[src/rtl/ibex_pkg.sv]
// Shared types for the register-file clear controller.
// Holds the sweep FSM state encoding.
package ibex_pkg;

  typedef enum logic {
    RF_CLR_IDLE  = 1'b0,
    RF_CLR_CLEAR = 1'b1
  } rf_clr_state_e;

endpackage

[src/rtl/ibex_rf_clear_ctrl.sv]
// Register-file clear sequencer: sweeps registers 1..N-1 to a fixed
// value while letting core writebacks win and protecting what they wrote.
module ibex_rf_clear_ctrl
  import ibex_pkg::*;
#(
  parameter bit                   RV32E       = 1'b0,
  parameter int unsigned          DataWidth   = 32,
  parameter logic [DataWidth-1:0] WordZeroVal = '0
) (
  input  logic                 clk_i,
  input  logic                 rst_i,
  input  logic                 clear_req_i,
  output logic                 clear_busy_o,
  output logic                 clear_done_o,
  input  logic                 core_we_i,
  input  logic [4:0]           core_waddr_i,
  input  logic [DataWidth-1:0] core_wdata_i,
  output logic                 rf_we_o,
  output logic [4:0]           rf_waddr_o,
  output logic [DataWidth-1:0] rf_wdata_o
);

  localparam int unsigned NumWords = RV32E ? 16 : 32;
  localparam int unsigned AddrW    = RV32E ? 4 : 5;
  localparam logic [4:0]  LastIdx  = 5'(NumWords - 1);

  rf_clr_state_e         state_q, state_d;
  logic [4:0]            ptr_q, ptr_d;
  logic [NumWords-1:0]   mask_q, mask_d;
  logic                  done_q, done_d;

  logic [AddrW-1:0]      core_idx;
  logic [AddrW-1:0]      ptr_idx;

  // On RV32E the top index bit is dropped so x16..x31 alias x0..x15.
  assign core_idx = core_waddr_i[AddrW-1:0];
  assign ptr_idx  = ptr_q[AddrW-1:0];

  always_comb begin
    state_d    = state_q;
    ptr_d      = ptr_q;
    mask_d     = mask_q;
    done_d     = 1'b0;
    rf_we_o    = core_we_i;
    rf_waddr_o = core_waddr_i;
    rf_wdata_o = core_wdata_i;
    unique case (state_q)
      RF_CLR_IDLE: begin
        if (clear_req_i) begin
          state_d = RF_CLR_CLEAR;
          ptr_d   = 5'd1;
          mask_d  = '0;
        end
      end
      RF_CLR_CLEAR: begin
        if (core_we_i) begin
          if (core_idx != '0) begin
            mask_d[core_idx] = 1'b1;
          end
        end else begin
          // Skipped slots still consume a cycle so the pointer advances.
          rf_we_o    = ~mask_q[ptr_idx];
          rf_waddr_o = ptr_q;
          rf_wdata_o = WordZeroVal;
          if (ptr_q == LastIdx) begin
            state_d = RF_CLR_IDLE;
            done_d  = 1'b1;
          end else begin
            ptr_d = ptr_q + 5'd1;
          end
        end
      end
    endcase
  end

  always_ff @(posedge clk_i or posedge rst_i) begin
    if (rst_i) begin
      state_q <= RF_CLR_IDLE;
      ptr_q   <= 5'd1;
      mask_q  <= '0;
      done_q  <= 1'b0;
    end else begin
      state_q <= state_d;
      ptr_q   <= ptr_d;
      mask_q  <= mask_d;
      done_q  <= done_d;
    end
  end

  assign clear_busy_o = (state_q == RF_CLR_CLEAR);
  assign clear_done_o = done_q;

endmodule

[config.mk]
export PLATFORM = sky130hd
export DESIGN_NAME = ibex_rf_clear_ctrl
export DESIGN_NICKNAME = d
export VERILOG_FILES = /design/src/rtl/ibex_pkg.sv /design/src/rtl/ibex_rf_clear_ctrl.sv
export SDC_FILE = /design/constraint.sdc
export NUM_CORES = 1
export LEC_CHECK = 0
export BUFFER_PORTS_ARGS = -buffer_cell sky130_fd_sc_hd__buf_2
export CORE_ASPECT_RATIO = 1.5
export CORE_MARGIN = 1
export CORE_UTILIZATION = 49
export DETAILED_ROUTE_END_ITERATION = 7
export PLACE_DENSITY_LB_ADDON = 0.05
export SKIP_CTS_REPAIR_TIMING = 1
export SLEW_MARGIN = 5
export SYNTH_ARGS = -nofsm -noshare
export SYNTH_HDL_FRONTEND = slang
export SYNTH_SLANG_ARGS = --single-unit
[constraint.sdc]
create_clock -name clk_i -period 2.3 [get_ports clk_i]
set_clock_uncertainty 0.15 [all_clocks]
set_input_delay 0.23 -clock clk_i [delete_from_list [all_inputs] [get_ports clk_i]]
set_output_delay 0.23 -clock clk_i [all_outputs]
set_load 0.03 [all_outputs]
[Yosys cells after proc, flatten, opt, wreduce, memory -nomap -nowiden]
Cells that the tools add are included.
Word-level totals
  bits in latches: 0
  RAM bits: 0
  memory bits (read-only): 0
  bits in registers: 39
  bits of input ports: 41
  memories: 0
  output and inout port bits: 40
  logic and storage cells: 46
Operators by class
  div/mod/pow operators: 0
  magnitude comparators: 3
  reduce and logical (&&, ||, !) cells: 4
  mux-type cells: 25
  shift-type cells: 0
  add/subtract/negate cells: 1
  eq/ne operators: 6
  multiply operators: 0
  bitwise operators: 3
Operators by type and width (number)
  $mux W32: 5
  $pmux W32 S2: 1
  $or A32 B32 Y32: 1
  $mux W5: 5
  $lt A5 B6 Y1 const B: 2
  $mux W1: 10
  $pmux W5 S2: 1
  $ne A2 B2 Y1 const B: 4
  $reduce_and A3 Y1: 2
  $add A5 B1 Y5 const B: 1
  $bmux W1 S5: 1
  $demux W1 S5: 1
  $eq A5 B5 Y1 const B: 1
  $ge A5 B1 Y1 const B: 1
  $reduce_bool A5 Y1: 1
  $ne A2 B1 Y1 const B: 1
  $not A1 Y1: 2
  $pmux W1 S2: 1
  $logic_and A1 B1 Y1: 1

[Depth between registers and ports, before layout]
Gate-level depths: netlist (run 1).
  depth after elaboration: 8
  gate-level depth with buffers: 7
  depth with buffers taken out: 7

[Worst setup path after synthesis (run 1)]
OpenSTA, ideal clock, no wires.
  path kind: register to output
  start: register ptr_q[0], in the netlist ptr_idx[0]
  end: output port rf_we_o
  arrival time: 1632 ps
  path buffers: 0
  required time: 1920 ps
  path slack: 288 ps
  stages on the path, launching flop included: 5
  cells stage by stage: dfstp_2 mux4_1 mux2i_1 o221ai_1 nand4b_1
Between the ends
  longest elaborated chain between the ends: 5
RTL lines
  start: declaration: line ibex_rf_clear_ctrl.sv:28  | logic [4:0] ptr_q, ptr_d;
  start signal: assignment: line ibex_rf_clear_ctrl.sv:84  | ptr_q <= ptr_d;
  $bmux W1 S5: line ibex_rf_clear_ctrl.sv:62  | rf_we_o = ~mask_q[ptr_idx];
  $mux W1 (not written as such): line ibex_rf_clear_ctrl.sv:62
  $not A1 Y1: line ibex_rf_clear_ctrl.sv:62
  $mux W1: line ibex_rf_clear_ctrl.sv:56  | if (core_we_i) begin
  $mux W1: line ibex_rf_clear_ctrl.sv:47  | unique case (state_q)
  end: declaration: line ibex_rf_clear_ctrl.sv:18  | output logic rf_we_o,
No other way between the ends. The select of a mux whose other input is x is not followed.

[Final worst setup path (run 1)]
Ends and elaborated chain as after synthesis.

==> flow_summary.ini, run 1 <==
[run_status]
status = finished with violations
violations = negative setup slack

[placement]
dp_hpwl_microns = 4050
port_buffers = 80
placed_cells = 344
globalplace.congestion = 0.8374
placed_area_sq_um = 2640

[timing]
hold_viol_final = 0
period_share_pct = 102.1
fin_setup_tns_ns = -0.04935
fmax_mhz = 425.6
hold_slack_ns = 0.02958
post-route-min-period_ns = 2.349
tightest_slew_ns = 0.5910
setup_slack_ns = -0.04935
setup-violations-final = 1
slew_violations = 0
rsz0062_at_grt = yes
relSlewSlack_pct = 60.30

[die]
io_pins = 81
die-area_sq_um = 4716
core_area_sq_um = 4245
die_y_microns = 83.61
placementRows = 29
initial_core_util_pct = 51.25
chipWidth_microns = 56.41

[yosys]
netlist_instances = 221
synth_seq_cells = 39
synth-edff-count = 0
synth_area_leader_cell = dfrtp_1
yosysMostFrequentCell = nor2_1
yosysWarnings = 0
postSynthAreaPerCell_sq_um = 9.845
synth.distinct_cells = 38
yosysTopAreaCellShare_pct = 43.70
syn_nets = 264
yosysSeqAreaShare_pct = 44.91
netlist_area_sq_um = 2176
ys.flop_type = dfrtp_1
ys_top_cells_by_count = 40 x nor2_1, 38 x dfrtp_1, 34 x a21oi_1
synth-async-reset-ratio_pct = 100.0
synthTopCellsByArea = dfrtp_1 44%, and2_1 9.5%, a21oi_1 7.8%

[clock_network]
clk_pin_slew_ns = 0.07
max-clock-path-buffers = 2
clock_latency_ns = 0.29
cts_root_buf = clkbuf_8
cts_htree_levels = 2
clock_sinks = 39
numCtsBuffers = 5
cts_tree = yes

[detailed_routing]
num_vias = 1936
drc = 0
wl_microns = 5376
drt-initial-drc-count = 49
vias_per_cell = 5.454
firstDrtPassIters = 4
drtAntennaViolNets = 0
wl_per_cell_microns = 15.14

[global_routing]
grt_start_max_net_pins = 40
grt_pass1_wl_microns = 8618
overflow = 0
antenna_found_initial = 1
grt_pass1_vias = 1869
grt_usage_pct = 23.94

[final_layout]
stdcell_area_sq_um = 2768
fin_util_pct = 65.19
multi_input_area_sq_um = 1107
final_nets = 351
layout-drive-gt1-share_pct = 38.96
area_growth_pct = 27.20
ff_latch_area_sq_um = 978.4
n_fill_cell = 369
fin_cells = 355

[critical_path]
crit_chain = mux4_2, mux2i_1, o221ai_1, nand4b_1, buf_6
path_class = reg2out
start_kind = flip-flop
slowest_stage = dfstp_2
critPathArrivalTime_ns = 1.97
critPathRequiredTime_ns = 1.92
crit_path_end_kind = output pin
worst-path-buf-inv = 1
crit_family = multiplexers
crit_fanout = 6
slowest_delay_ns = 0.63

[power]
peakVddDrop_uv = 801.8
total_leakage_power_uw = 0.001374
power_density_nw_per_um2 = 1080

[hold_path]
hold_class = in2reg

[job]
drv_cap = 0
==> worst register-to-register path: cells and delay by family (launching register included) <==
kind / cells / cell delay (ns)
flops: 1 / 0.63
buf+inv: 2 / 0.33
fa+ha+maj: 2 / 0.39
compound gates: 1 / 0.08
simple gates: 3 / 0.41
==> final timing paths <==
path	start	endpoint	slack, ns	cells after the start
max reg2reg	ptr_idx[0]$_DFFE_PP1P_	ptr_idx[0]$_DFFE_PP1P_	0.25	8
min reg2reg	mask_q[24]$_DFFE_PP0P_	mask_q[24]$_DFFE_PP0P_	0.35	2
min in group asynchronous	rst_i	mask_q[7]$_DFFE_PP0P_	0.45	4
max	ptr_idx[0]$_DFFE_PP1P_	rf_we_o	-0.05	5
min	clear_req_i	clear_busy_o$_DFF_PP0_	0.03	3
max in group asynchronous	rst_i	ptr_idx[1]$_DFFE_PP0P_	1.20	4
==> through the flow <==
step	setup WS (ns)	power [uW]
after floorplan	0.2877	2108
after global placement	0.1651	2377
after detailed placement	0.1508	2405
after CTS	-0.1732	2949
after global routing	-0.1965	3212
final	-0.04935	2989
==> layout by cell type (no fill, tap or decap), types with 2 or more instances in the layout <==
master | netlist | routed
a21oi_1 | 34 | 34
and2_1 | 33 | 33
and3_1 | 2 | 2
and3b_1 | 2 | 2
buf_2 | 1 | 79
buf_4 | 0 | 10
clkbuf_8 | 0 | 5
dfrtp_1 | 38 | 37
ha_1 | 2 | 2
inv_1 | 2 | 2
mux2_2 | 9 | 9
mux2i_1 | 2 | 2
mux4_2 | 2 | 5
nand2_1 | 8 | 8
nand2b_1 | 3 | 3
nand4b_1 | 2 | 2
nor2_1 | 40 | 40
nor3_1 | 2 | 2
nor3b_1 | 4 | 4
o21ai_0 | 2 | 2
o221ai_1 | 2 | 2
xor2_1 | 2 | 2
==> cells by family (layout without fill, tap and decap cells) <==
logic type,count (synthesis),count (layout),synth area share (%)
multiplexers,17,17,11.79
other,0,1,0
AND/OR/NAND/NOR,106,106,27.37
buffers and inverters,14,101,3.853
flip-flops,39,39,44.91
adder cells (fa/ha/maj),2,2,1.150
XOR/XNOR,2,2,0.8052
AO/OA/AOI/OAI,41,41,10.12
==> area by class of cell <==
class                   count  share of cell area (%)
clock inverters             1                   1.085
inverters                   2                  0.2712
well taps                  46                   2.080
clock buffers               6                   2.622
diodes                      1                 0.09042
flip-flops and latches     39                   35.35
multi-input cells         168                   40.01
repair buffers             92                   18.49
==> where the power goes <==
group | total, uW | switching, uW | internal (uW)
Clock | 538 | 220 | 318
Combinational | 1200 | 594 | 603
Sequential | 1250 | 258 | 996
==> state kept, by name (all words and copies together), names as in the netlist <==
register / flops
mask_q: 32
ptr_idx: 5
clear_busy_o: 1
clear_done_o: 1
==> per-layer routing <==
layer | vias to the layer above | share of wire, % | global-route usage (%)
li1 | 924 | - | -
met1 | 885 | 37 | 26.09
met2 | 105 | 51 | 41.88
met3 | 22 | 7.0 | 4.186
met4 | 0 | 4.9 | 15.30
met5 | - | 0 | 0
No activity file was read; power rests on OpenSTA's default activity.
==> run 2, diff against run 1 <==
- CTS_BUF_LIST: unset -> sky130_fd_sc_hd__clkbuf_16
==> run 2 against run 1 <==
The flow still finishes with violations (negative setup slack). Register-to-register slack gained 0.02 ns. Global-route usage grew 0.33 points. Total power grew 7.1%. Combinational power is essentially flat. Setup slack gained 0.0038 ns. Via count is the same. Clock power grew 38%. Critical path depth is the same. Cell count is the same. Largest cell class unchanged.
==> flow_summary.ini, run 2 (same netlist as run 1, synthesis figures left out) <==
[run_status]
status = finished with violations
violations = negative setup slack

[hold_path]
holdPathStages = 3
hold_class = in2reg

[detailed_routing]
wl_microns = 5422
wl_per_cell_microns = 15.27
drt-initial-drc-count = 59
num_vias = 1936
vias_per_cell = 5.454
firstDrtPassIters = 4
drtAntennaViolNets = 0
drc = 0

[timing]
relSlewSlack_pct = 59.61
rsz0062_at_grt = yes
fmax_mhz = 426.3
slew_violations = 0
post-route-min-period_ns = 2.346
hold_viol_final = 0
tightest_slew_ns = 0.6013
setup_slack_ns = -0.04558
setup-violations-final = 1
period_share_pct = 102.0
hold_slack_ns = 0.04061
fin_setup_tns_ns = -0.04558

[clock_network]
clock_sinks = 39
clk_pin_slew_ns = 0.05
cts_htree_levels = 2
cts_tree = yes
max-clock-path-buffers = 2
numCtsBuffers = 5
cts_root_buf = clkbuf_16
clock_latency_ns = 0.28

[placement]
port_buffers = 80
globalplace.congestion = 0.8374
post-place-ws_ns = 0.1508
placed_cells = 344
dp_hpwl_microns = 4050

[final_layout]
area_growth_pct = 29.73
final_nets = 351
regMostFlops = mask_q
n_fill_cell = 363
final_common_cell = buf_2
layout_common_cells = 79 x buf_2, 40 x nor2_1, 38 x dfrtp_1
fin_cells = 355
layout-drive-gt1-share_pct = 38.64
largest_reg_flops = 32

[power]
power.switching_uw = 1104
power_frac_comb_pct = 37.5
pwr-share-seq_pct = 39.3
clkPwrFrac_pct = 23.2
total_leakage_power_uw = 0.001405
finalPower_uw = 3203
p_int_uw = 2099
peakVddDrop_uv = 861.2
power_density_nw_per_um2 = 1135
swShare_pct = 34.47

[critical_path]
crit_chain = mux4_2, mux2i_1, o221ai_1, nand4b_1, buf_6
critPathRequiredTime_ns = 1.92
path_class = reg2out
reg2reg_depth = 8
rr_endpoint = ptr_idx[3]$_DFFE_PP0P_
startpoint = ptr_idx[0]$_DFFE_PP1P_
rrSetupSlack_ns = 0.27
crit_end = rf_we_o
crit_path_end_kind = output pin
worst-path-buf-inv = 1
slowest_stage = dfstp_2
reg2reg_from = ptr_idx[1]$_DFFE_PP0P_
crit_cells = 5
start_kind = flip-flop
slowest_delay_ns = 0.62
critPathArrivalTime_ns = 1.97
crit_family = multiplexers
crit_fanout = 6

[die]
core_area_sq_um = 4245
io_pins = 81
placementRows = 29
die-area_sq_um = 4716
die_y_microns = 83.61
chipWidth_microns = 56.41
initial_core_util_pct = 51.25

[global_routing]
grt_start_max_net_pins = 40
overflow = 0
grt_pass1_wl_microns = 8749
antenna_found_initial = 1
grt_pass1_vias = 1876
grt_usage_pct = 24.27

[job]
drv_cap = 0
[run 2: metal layers]
metal  up-vias  global-route usage (%)  wire (microns)  part of all wire (%)
li1        928                       -               -                     -
met1       882                   26.64            2060                    38
met2       107                   42.64            2753                    51
met3        19                   4.651             366                   6.8
met4         0                   14.19             242                   4.5
met5         -                       0               0                     0
[run 2: final cells by class]
type	instances	area, sq um	area share, %
multi-input combinational	168	1107	39.23
sequential	39	977.2	34.62
timing repair buffer	92	511.7	18.13
clock buffer	5	125.1	4.433
tap	46	57.56	2.039
clock inverter	2	33.78	1.197
inverter	2	7.507	0.2660
antenna	1	2.502	0.08865
[run 2: power by group through the flow]
| stage | Combinational, uW | Clock [uW] | Sequential [uW] |
|---|---|---|---|
| global route | 1350 | 786 | 1300 |
| floorplan | 973 | 0 | 1140 |
| global placement | 1130 | 0 | 1250 |
| CTS | 1160 | 758 | 1250 |
| detailed placement | 1150 | 0 | 1250 |
| finish | 1200 | 744 | 1260 |
[run 2: worst min-delay path by stage]
| stage | startpoint | slack [ns] | to |
|---|---|---|---|
| floorplan | clear_req_i | 0.20 | clear_busy_o$_DFF_PP0_ |
| global placement | rst_i | 0.22 | mask_q[0]$_DFFE_PP0P_ |
| detailed placement | rst_i | 0.22 | mask_q[7]$_DFFE_PP0P_ |
| CTS | rst_i | -0.08 | mask_q[7]$_DFFE_PP0P_ |
| global route | clear_req_i | 0.06 | clear_busy_o$_DFF_PP0_ |
| finish | clear_req_i | 0.04 | clear_busy_o$_DFF_PP0_ |
[run 2: worst register-to-register path, delay by kind of cell, from the launching register on]
kind	cells	cell delay, ns
AND/OR/NAND/NOR	4	0.57
flip-flops	1	0.44
adder cells (fa/ha/maj)	2	0.41
buffers and inverters	1	0.18
XOR/XNOR	1	0.17
[run 2: per-stage QoR]
step           utilization [%]  instance area [sq um]
6_report                 66.49                   2823
5_1_grt                  66.49                   2823
4_1_cts                  65.93                   2799
3_5_place_dp             62.19                   2640
3_3_place_gp             62.19                   2640
2_1_floorplan                -                   2176
==> run 3, diff against run 2 <==
- PLACE_DENSITY: unset -> 0.81
- PLACE_DENSITY_LB_ADDON: 0.05 -> unset
- SKIP_LAST_GASP: unset -> 1
==> run 3 against run 2 <==
The flow still finishes with violations (negative setup slack). Sequential share of layout area rose by 0.77 points. Clock power fell by 17%. Critical endpoint unchanged. Highest routed layer unchanged. Hold slack improved by 0.022 ns. Non-clock buffer count fell by 2. Largest power group unchanged. Die area did not move. Count of clock-buffer cells in the layout did not move. Core utilization fell by 1.4 points.
==> flow_summary.ini, run 3 (same netlist as run 1, synthesis figures left out) <==
[run_status]
status = finished with violations
violations = negative setup slack

[timing]
post-route-min-period_ns = 2.376
slew_violations = 0
period_share_pct = 103.3
rsz0062_at_grt = yes
setup_slack_ns = -0.07595
setup-violations-final = 1
tightest_slew_ns = 0.6779
relSlewSlack_pct = 54.61
hold_viol_final = 0
fmax_mhz = 420.9

[clock_network]
cts_htree_levels = 2
max-clock-path-buffers = 2
numCtsBuffers = 5
clk_pin_slew_ns = 0.06
clock_latency_ns = 0.28
cts_tree = yes
cts_root_buf = clkbuf_16
clock_sinks = 39

[final_layout]
layout-drive-gt1-share_pct = 38.03
multi_input_area_sq_um = 1106
largest_reg_flops = 32
layout_common_cells = 79 x buf_2, 40 x nor2_1, 38 x dfrtp_1
area_growth_pct = 26.91
regMostFlops = mask_q
ff_latch_area_sq_um = 977.2
antenna_cells = 0
final_nets = 349
final_common_cell = buf_2
n_fill_cell = 357
fin_util_pct = 65.05

[detailed_routing]
num_vias = 1967
wl_microns = 5508
firstDrtPassIters = 4
drc = 0
vias_per_cell = 5.604
drt-initial-drc-count = 71
drtAntennaViolNets = 0
wl_per_cell_microns = 15.69

[critical_path]
slowest_stage = dfstp_2
path_class = reg2out
start_kind = flip-flop
crit_fanout = 6
crit_family = multiplexers
critPathArrivalTime_ns = 2.00
crit_chain = mux4_2, mux2i_1, nand4b_1, nand4b_1, buf_6
worst-path-buf-inv = 1
slowest_delay_ns = 0.61
crit_path_end_kind = output pin
critPathRequiredTime_ns = 1.92
crit_top_cell = nand4b_1

[die]
chipWidth_microns = 56.41
die-area_sq_um = 4716
io_pins = 81
initial_core_util_pct = 51.25
core_area_sq_um = 4245
die_y_microns = 83.61
placementRows = 29

[global_routing]
grt_pass1_vias = 1920
overflow = 0
grt_pass1_wl_microns = 8797
grt_usage_pct = 24.41
grt_start_max_net_pins = 40
antenna_found_initial = 0

[placement]
port_buffers = 80
post-place-ws_ns = 0.1240
globalplace.congestion = 0.8859
dp_hpwl_microns = 4058

[power]
power_density_nw_per_um2 = 1113
peakVddDrop_uv = 961.6
total_leakage_power_uw = 0.001378

[hold_path]
hold_class = in2reg

[job]
drv_cap = 0
run 3: cell count changes in the layout (fill, tap and decap cells not counted), sizes merged:
cell	delta
buf	-2
bufinv	-1
diode	-1
run 3: report_power, final:
part / internal (uW) / leakage, uW / total, uW / switching [uW]
sequential: 996 / 0.000462 / 1270 / 274
clock: 384 / 0.0000669 / 619 / 235
combinational: 580 / 0.000849 / 1180 / 604
total: 1960 / 0.00138 / 3070 / 1110
run 3: final timing paths:
path / from / endpoint / slack, ns / cells after the start
min: clear_req_i / clear_busy_o$_DFF_PP0_ / 0.06 / 3
max in group asynchronous: rst_i / ptr_idx[0]$_DFFE_PP1P_ / 1.13 / 4
max reg2reg: ptr_idx[0]$_DFFE_PP1P_ / ptr_idx[3]$_DFFE_PP0P_ / 0.26 / 8
min reg2reg: mask_q[11]$_DFFE_PP0P_ / mask_q[11]$_DFFE_PP0P_ / 0.34 / 2
max: ptr_idx[0]$_DFFE_PP1P_ / rf_we_o / -0.08 / 5
min in group asynchronous: rst_i / mask_q[9]$_DFFE_PP0P_ / 0.51 / 4
run 3: worst reg2reg max path, cell delays in order (launching register included):
cell and delay, ns:
dfstp_2 0.41, buf_4 0.17, ha_1 0.20, and3_1 0.17, ha_1 0.22, nor3b_4 0.25, nand4_1 0.15, xor2_1 0.16
nor2_1 0.05
run 3: final cells by class:
class	count	area share, %
multi-input combinational	168	40.05
timing repair buffer	90	17.54
clock inverter	1	0.1359
tap	46	2.084
clock buffer	5	4.531
sequential	39	35.39
inverter	2	0.2719
run 3: layer usage:
metal  up-vias  GRT usage [%]  part of all wire (%)
met3         9          4.806                   7.0
met4         0          11.53                   2.4
met2       112          45.67                    54
met1       924          25.28                    36
li1        922              -                     -
met5         -              0                     0
run 3: stage by stage:
step                      hold slack, ns  power [uW]  setup TNS, ns  area, sq um  std cells
after floorplan                   0.2050        2108              0         2176        221
after global placement            0.2080        2354              0         2620        343
after detailed placement          0.2144        2402              0         2620        343
after CTS                       -0.04408        3034        -0.1761         2749        349
after global routing             0.09107        3253        -0.1964         2761        351
final                            0.06256        3073       -0.07595         2761        351
